==> src/rtl/bomb_pkg.sv <==
// rtl/bomb_pkg.sv - shared slot-state enum, stats layout and sizing constants for the bomb scheduler
package bomb_pkg;

  localparam int NUM_SLOTS  = 6;
  localparam int FUSE_TICKS = 2;
  localparam int GRID_MAX   = 10;

  // Even slots belong to P1, odd slots to P2.
  localparam logic [NUM_SLOTS-1:0] P1_MASK = 6'b010101;
  localparam logic [NUM_SLOTS-1:0] P2_MASK = 6'b101010;

  typedef enum logic [1:0] {
    SLOT_IDLE     = 2'd0,
    SLOT_FUSE     = 2'd1,
    SLOT_BLAST    = 2'd2,
    SLOT_DETONATE = 2'd3
  } slot_state_e;

  typedef struct packed {
    logic [1:0] radius;
    logic [1:0] potency;
  } bomb_stats_t;

  function automatic logic coord_ok(input logic [3:0] tx, input logic [3:0] ty);
    return (tx <= 4'(GRID_MAX)) && (ty <= 4'(GRID_MAX));
  endfunction

  function automatic logic [NUM_SLOTS-1:0] lowest_set(input logic [NUM_SLOTS-1:0] v);
    return v & (~v + NUM_SLOTS'(1));
  endfunction

endpackage

==> src/rtl/bomb_slot.sv <==
// rtl/bomb_slot.sv - one bomb slot: IDLE -> FUSE -> BLAST -> DETONATE lifecycle with its tick counter
module bomb_slot
  import bomb_pkg::*;
(
  input  logic        clk,
  input  logic        rst_i,
  input  logic        clear_i,
  input  logic        tick_i,
  input  logic        load_i,
  input  logic [3:0]  tx_i,
  input  logic [3:0]  ty_i,
  input  bomb_stats_t stats_i,
  input  logic        det_done_i,
  output slot_state_e state_o,
  output logic [3:0]  tx_o,
  output logic [3:0]  ty_o,
  output logic [1:0]  radius_o,
  output logic        bomb_o,
  output logic        blast_o
);

  localparam logic [1:0] FUSE_LAST = 2'(FUSE_TICKS - 1);

  slot_state_e state_q, state_d;
  logic [1:0]  cnt_q, cnt_d;
  logic [3:0]  tx_q, tx_d, ty_q, ty_d;
  bomb_stats_t stats_q, stats_d;

  always_ff @(posedge clk or posedge rst_i) begin
    if (rst_i) begin
      state_q <= SLOT_IDLE;
      cnt_q   <= '0;
      tx_q    <= '0;
      ty_q    <= '0;
      stats_q <= '0;
    end else begin
      state_q <= state_d;
      cnt_q   <= cnt_d;
      tx_q    <= tx_d;
      ty_q    <= ty_d;
      stats_q <= stats_d;
    end
  end

  // A load is only honoured from IDLE, so a coincident tick never counts toward the new fuse.
  always_comb begin
    state_d = state_q;
    cnt_d   = cnt_q;
    tx_d    = tx_q;
    ty_d    = ty_q;
    stats_d = stats_q;
    if (clear_i) begin
      state_d = SLOT_IDLE;
      cnt_d   = '0;
      tx_d    = '0;
      ty_d    = '0;
      stats_d = '0;
    end else begin
      case (state_q)
        SLOT_IDLE: if (load_i) begin
          state_d = SLOT_FUSE;
          cnt_d   = '0;
          tx_d    = tx_i;
          ty_d    = ty_i;
          stats_d = stats_i;
        end
        SLOT_FUSE: if (tick_i) begin
          if (cnt_q == FUSE_LAST) begin
            state_d = SLOT_BLAST;
            cnt_d   = '0;
          end else begin
            cnt_d = cnt_q + 2'd1;
          end
        end
        SLOT_BLAST: if (tick_i) begin
          if (cnt_q == stats_q.potency) begin
            state_d = SLOT_DETONATE;
            cnt_d   = '0;
          end else begin
            cnt_d = cnt_q + 2'd1;
          end
        end
        SLOT_DETONATE: if (det_done_i) state_d = SLOT_IDLE;
        default: state_d = SLOT_IDLE;
      endcase
    end
  end

  always_comb begin
    state_o  = state_q;
    tx_o     = tx_q;
    ty_o     = ty_q;
    radius_o = stats_q.radius;
    bomb_o   = (state_q == SLOT_FUSE);
    blast_o  = (state_q == SLOT_BLAST);
  end

endmodule

==> src/rtl/bomb_scheduler.sv <==
// rtl/bomb_scheduler.sv - placement arbitration and detonation mux over six bomb slots; BOMB_SCHED_RR_EN enables round-robin tie-break
module bomb_scheduler
  import bomb_pkg::*;
(
  input  logic       clk,
  input  logic       reset,
  input  logic       clear,
  input  logic       tick,
  input  logic       place_p1,
  input  logic       place_p2,
  input  logic [3:0] tx_p1,
  input  logic [3:0] ty_p1,
  input  logic [3:0] tx_p2,
  input  logic [3:0] ty_p2,
  input  logic [3:0] stats_p1,
  input  logic [3:0] stats_p2,
  output logic       ack_p1,
  output logic       nack_p1,
  output logic       ack_p2,
  output logic       nack_p2,
  output logic [5:0] slot_bomb,
  output logic [5:0] slot_blast,
  output logic       det_valid,
  input  logic       det_ready,
  output logic [2:0] det_slot,
  output logic [3:0] det_tx,
  output logic [3:0] det_ty,
  output logic [1:0] det_radius
);

  slot_state_e          slot_state [NUM_SLOTS];
  logic [3:0]           slot_tx    [NUM_SLOTS];
  logic [3:0]           slot_ty    [NUM_SLOTS];
  logic [1:0]           slot_rad   [NUM_SLOTS];
  logic [NUM_SLOTS-1:0] load, det_done, idle, hit1, hit2, free1, free2;
  logic                 ok1, ok2, conflict, p1_wins, acc1, acc2;
  logic                 ack1_q, nack1_q, ack2_q, nack2_q;
  logic                 det_any, det_lock_q;
  logic [2:0]           det_low, det_sel, det_sel_q;

  for (genvar i = 0; i < NUM_SLOTS; i++) begin : g_slot
    localparam bit IS_P1 = (i % 2) == 0;
    bomb_slot u_slot (
      .clk       (clk),
      .rst_i     (reset),
      .clear_i   (clear),
      .tick_i    (tick),
      .load_i    (load[i]),
      .tx_i      (IS_P1 ? tx_p1 : tx_p2),
      .ty_i      (IS_P1 ? ty_p1 : ty_p2),
      .stats_i   (bomb_stats_t'(IS_P1 ? stats_p1 : stats_p2)),
      .det_done_i(det_done[i]),
      .state_o   (slot_state[i]),
      .tx_o      (slot_tx[i]),
      .ty_o      (slot_ty[i]),
      .radius_o  (slot_rad[i]),
      .bomb_o    (slot_bomb[i]),
      .blast_o   (slot_blast[i])
    );
  end

  always_comb begin
    idle = '0;
    hit1 = '0;
    hit2 = '0;
    for (int i = 0; i < NUM_SLOTS; i++) begin
      idle[i] = (slot_state[i] == SLOT_IDLE);
      hit1[i] = !idle[i] && (slot_tx[i] == tx_p1) && (slot_ty[i] == ty_p1);
      hit2[i] = !idle[i] && (slot_tx[i] == tx_p2) && (slot_ty[i] == ty_p2);
    end
  end

`ifdef BOMB_SCHED_RR_EN
  logic rr_q;
  always_ff @(posedge clk or posedge reset) begin
    if (reset)         rr_q <= 1'b0;
    else if (clear)    rr_q <= 1'b0;
    else if (conflict) rr_q <= ~rr_q;
  end
  assign p1_wins = ~rr_q;
`else
  assign p1_wins = 1'b1;
`endif

  // A same-tile conflict only exists when both requests would otherwise be accepted.
  always_comb begin
    free1    = idle & P1_MASK;
    free2    = idle & P2_MASK;
    ok1      = place_p1 && coord_ok(tx_p1, ty_p1) && (|free1) && !(|hit1);
    ok2      = place_p2 && coord_ok(tx_p2, ty_p2) && (|free2) && !(|hit2);
    conflict = ok1 && ok2 && (tx_p1 == tx_p2) && (ty_p1 == ty_p2);
    acc1     = ok1 && (!conflict || p1_wins);
    acc2     = ok2 && (!conflict || !p1_wins);
    load     = '0;
    if (!clear)
      load = ({NUM_SLOTS{acc1}} & lowest_set(free1)) | ({NUM_SLOTS{acc2}} & lowest_set(free2));
  end

  always_ff @(posedge clk or posedge reset) begin
    if (reset) begin
      ack1_q  <= 1'b0;
      nack1_q <= 1'b0;
      ack2_q  <= 1'b0;
      nack2_q <= 1'b0;
    end else if (clear) begin
      ack1_q  <= 1'b0;
      nack1_q <= 1'b0;
      ack2_q  <= 1'b0;
      nack2_q <= 1'b0;
    end else begin
      ack1_q  <= acc1;
      nack1_q <= place_p1 && !acc1;
      ack2_q  <= acc2;
      nack2_q <= place_p2 && !acc2;
    end
  end

  assign ack_p1  = ack1_q;
  assign nack_p1 = nack1_q;
  assign ack_p2  = ack2_q;
  assign nack_p2 = nack2_q;

  // Once presented and stalled, the chosen slot is latched so a lower slot entering DETONATE cannot preempt it.
  always_comb begin
    det_any = 1'b0;
    det_low = '0;
    for (int i = NUM_SLOTS - 1; i >= 0; i--) begin
      if (slot_state[i] == SLOT_DETONATE) begin
        det_any = 1'b1;
        det_low = 3'(i);
      end
    end
    det_sel    = det_lock_q ? det_sel_q : det_low;
    det_valid  = det_any;
    det_slot   = det_any ? det_sel : '0;
    det_tx     = det_any ? slot_tx[det_sel] : '0;
    det_ty     = det_any ? slot_ty[det_sel] : '0;
    det_radius = det_any ? slot_rad[det_sel] : '0;
    det_done   = (det_any && det_ready) ? (NUM_SLOTS'(1) << det_sel) : '0;
  end

  always_ff @(posedge clk or posedge reset) begin
    if (reset) begin
      det_lock_q <= 1'b0;
      det_sel_q  <= '0;
    end else if (clear) begin
      det_lock_q <= 1'b0;
      det_sel_q  <= '0;
    end else begin
      det_lock_q <= det_any && !det_ready;
      det_sel_q  <= det_sel;
    end
  end

endmodule

==> config.mk <==
export PLATFORM = sky130hd
export DESIGN_NAME = bomb_scheduler
export DESIGN_NICKNAME = d
export VERILOG_FILES = /design/src/rtl/bomb_pkg.sv /design/src/rtl/bomb_slot.sv /design/src/rtl/bomb_scheduler.sv
export SDC_FILE = /design/constraint.sdc
export NUM_CORES = 1
export LEC_CHECK = 0
export ABC_AREA = 1
export BUFFER_PORTS_ARGS = -buffer_cell sky130_fd_sc_hd__buf_2
export CAP_MARGIN = 30
export CORE_UTILIZATION = 55
export DETAILED_ROUTE_END_ITERATION = 7
export PLACE_DENSITY = 0.76
export REMOVE_ABC_BUFFERS = 1
export SKIP_CTS_REPAIR_TIMING = 1
export SLEW_MARGIN = 20
export SYNTH_ARGS = -nofsm -noshare
export SYNTH_HDL_FRONTEND = slang
export SYNTH_SLANG_ARGS = --single-unit
==> constraint.sdc <==
create_clock -name clk -period 4.09 [get_ports clk]
set_clock_uncertainty 0.2 [all_clocks]
set_input_delay 0.409 -clock clk [delete_from_list [all_inputs] [get_ports clk]]
set_output_delay 0.409 -clock clk [all_outputs]
set_load 0.05 [all_outputs]
==> results.yml <==
setup_path:
  path_cells: "ha_1 -> nor3_1 -> o21ai_0 -> o21ai_1 -> inv_1 -> nand2_1 -> inv_1 -> nand2_1 -> nand4_1 -> o21ai_0 -> buf_2"
  crit_family: "simple AND/OR/NAND/NOR gates"
  path_buf_inv: 3
  critPathRequiredTime_ps: 3480
  crit_path_max_incr_delay_ps: 420
  r2r_slack_ps: 1090
  critPathLaunch: "g_slot[0].u_slot.state_o[0]"
  worstPathMaxFanout: 12
  cp-start-kind: "flop"
  critPathSlowestCell: "dfrtp_1"
  cp.depth: 11
  worstPathArrival_ps: 3080
  r2r_cells: 13
  crit_end: "det_radius[1]"
  crit_path_end_kind: "primary output"
  critPathKind: "reg -> out"
  reg2reg_to: "g_slot[2].u_slot.state_o[0]"
  r2r-start: "g_slot[5].u_slot.state_o[0]"
worst_hold_path:
  hp-class: "in -> async"
run:
  drv_cap: 0
global_route:
  grt_pass1_vias: 7029
  grt_overflow: 0
  track_usage_pct: 30.9
  grt_max_degree: 61
  grt_pass1_wl_mm: 34.7
  antenna_found_initial: 0
synth:
  yosys_warnings: 0
  yosysTopAreaCell: "dfrtp_1"
  synth_area_leaders: "dfrtp_1 34%, nand2_1 18%, inv_1 7.7%"
  syn_inst: 1156
  syn_area_per_cell_um2: 6.71
  yosysUniqueCellTypes: 41
  synth.most_common_cell: "nand2_1"
  synthTopCellsByCount: "363 x nand2_1, 159 x inv_1, 114 x nor2_1, 104 x dfrtp_1, 80 x o21ai_0"
  async_reset_ff_share_pct: 100
  synth_edf_count: 0
  synth_flop_cell: "dfrtp_1"
  synthesis.area_mm2: 0.00775
  yosysSeqAreaShare_pct: 33.6
  synth-seq-cells: 104
  synth_top_area_share_pct: 33.6
sta:
  fin_hold_ws_ps: -6.77
  min_period_over_period_pct: 90.3
  finalSetupViolations: 0
  fin_ws_ps: 398
  worstMarginPinSlew_ps: 796
  tns_ps: 0
  drv_slew: 0
  finalHoldViolations: 4
  fin_crit_ps: 3690
  max_freq_mhz: 271
  rsz0062_at_grt: "false"
  slew_headroom_pct: 46.9
die:
  dieWidth_um: 121
  dieArea_mm2: 0.0146
  rows: 43
  ios: 61
  core_area_mm2: 0.0138
  initial_core_util_pct: 56.1
  die_h_um: 121
finish:
  nets: 1255
  post_route_cells_drive_above_1_share_pct: 10.2
  area_delta_synth_final_pct: 7.33
  diodes: 0
  finalCoreUtilization_pct: 60.2
routing:
  routed.top_layer: "met4"
  drtAntennaViolNets: 0
  wl_met3_mm: 1.71
  drt-initial-drc-count: 649
  drt_wl_total_mm: 21.4
  dr.pass1.iters: 6
  wl_met2_mm: 9.57
  wl_per_cell_um: 15.6
  m1WireLength_mm: 9.46
  vias: 7521
  routed_via_density: 5.49
  route.detailed.drc: 0
place:
  finalWeightedCongestion: 1.01
  dp_slack_ps: 829
  port_buffers: 60
  place_hpwl_mm: 16.1
outcome:
  status: "finished, violations left"
  violations: "negative hold slack"
clock_network:
  tritoncts: "yes"
  clkSinkCount: 104
  cts-root-buf: "clkbuf_16"
  cts_made_buffers: 9
  clk_pin_slew_ps: 70
  clock_path_buffers: 2
  insertion_delay_ps: 360
  cts_max_level: 3
power:
  power_mw: 4.45
  power.leakage_nw: 4.30
  power_density_mw_per_mm2: 534
  peakVddDrop_v: 0.000318
## worst reg2reg max path: stages (launching register included)
cell     delay (ps)
dfrtp_1         410
ha_1            270
nor2_1          140
inv_1            50
nand3_1          80
nand2_1          70
nor2_1          560
nand2_1         260
nor2_1          210
nor2_1           70
o21ai_0         290
nand3_1         170
nand2_1          80
nand2_1          50
## final cells by class
| type | instances | area, µm² |
|---|---|---|
| Sequential cell | 104 | 2600 |
| Tap cell | 180 | 225 |
| Multi-Input combinational cell | 829 | 4190 |
| Clock inverter | 4 | 55.1 |
| Inverter | 174 | 658 |
| Timing Repair Buffer | 67 | 357 |
| Fill cell | 1339 | 5510 |
| Clock buffer | 11 | 233 |
## registers in the layout, summed over array words and instances (netlist names)
| register | flops |
|---|---|
| g_slot.u_slot.cnt_q | 12 |
| det_sel_q | 3 |
| g_slot.u_slot.ty_o | 24 |
| det_lock_q | 1 |
| nack_p2 | 1 |
| ack_p1 | 1 |
| g_slot.u_slot.radius_o | 12 |
| g_slot.u_slot.stats_q | 12 |
| g_slot.u_slot.tx_o | 24 |
| g_slot.u_slot.state_o | 12 |
| ack_p2 | 1 |
| nack_p1 | 1 |
## cell usage in the layout, fill, tap and decap left out, types with 2 or more instances in the layout
cell type and count:
a21oi_1 31, a22o_1 2, a22oi_1 12, a31o_2 2, buf_2 60, buf_4 6, clkbuf_1 2, clkbuf_16 9
clkinv_1 3, dfrtp_1 104, ha_1 39, inv_1 158, inv_2 11, inv_4 2, nand2_1 363, nand2_2 4
nand3_1 54, nand3_2 5, nand4_1 23, nor2_1 114, nor2_4 2, nor3_1 12, nor4_1 3, o211ai_1 5
o21ai_0 80, o21ai_1 11, o21ai_2 9, o21bai_1 3, o221ai_1 8, o22a_1 3, o22ai_1 13, or2_2 3
xnor2_1 8, xor2_1 14
## kinds of logic after synthesis
group / count (synthesis) / synth area share, %
DFF: 104 / 33.6
adders and majority gates: 39 / 6.29
and+or+nand+nor: 585 / 31.2
AOI/OAI and AO/OA: 183 / 14.1
buffers and inverters: 223 / 12.4
xor gates and xnor gates: 22 / 2.49
## through the flow
stage                     hold WS, ps  cells  cell area, µm²
after global routing             53.5   1369            8320
final                           -6.77   1369            8320
after global placement            274   1353            8020
after floorplan                   242   1107            7450
after detailed placement          287   1353            8020
after CTS                        33.3   1368            8310
## how the worst min path moves through the flow
stage                                 startpoint                           end  slack, ps
detailed placement  g_slot[4].u_slot.radius_o[1]  g_slot[4].u_slot.radius_o[1]        290
finish                                     reset      g_slot[1].u_slot.ty_o[1]         -7
CTS                                        reset      g_slot[3].u_slot.ty_o[1]         30
floorplan           g_slot[2].u_slot.radius_o[0]  g_slot[2].u_slot.radius_o[0]        240
global route                               reset      g_slot[1].u_slot.ty_o[1]         50
global placement    g_slot[4].u_slot.radius_o[1]  g_slot[4].u_slot.radius_o[1]        270
## routing by layer
layer,up-vias,GRT usage [%]
li1,3707,-
met1,3478,42.2
met2,284,47.9
met3,52,6.75
met4,0,11.5
met5,-,0
## power breakdown
group / switching [mW] / total (mW) / leakage, nW / internal (mW)
sequential: 0.184 / 1.38 / 1.37 / 1.20
combinational: 1.55 / 2.19 / 2.79 / 0.635
clock: 0.397 / 0.873 / 0.136 / 0.476
Note: power is estimated with default switching activity, not from simulation.
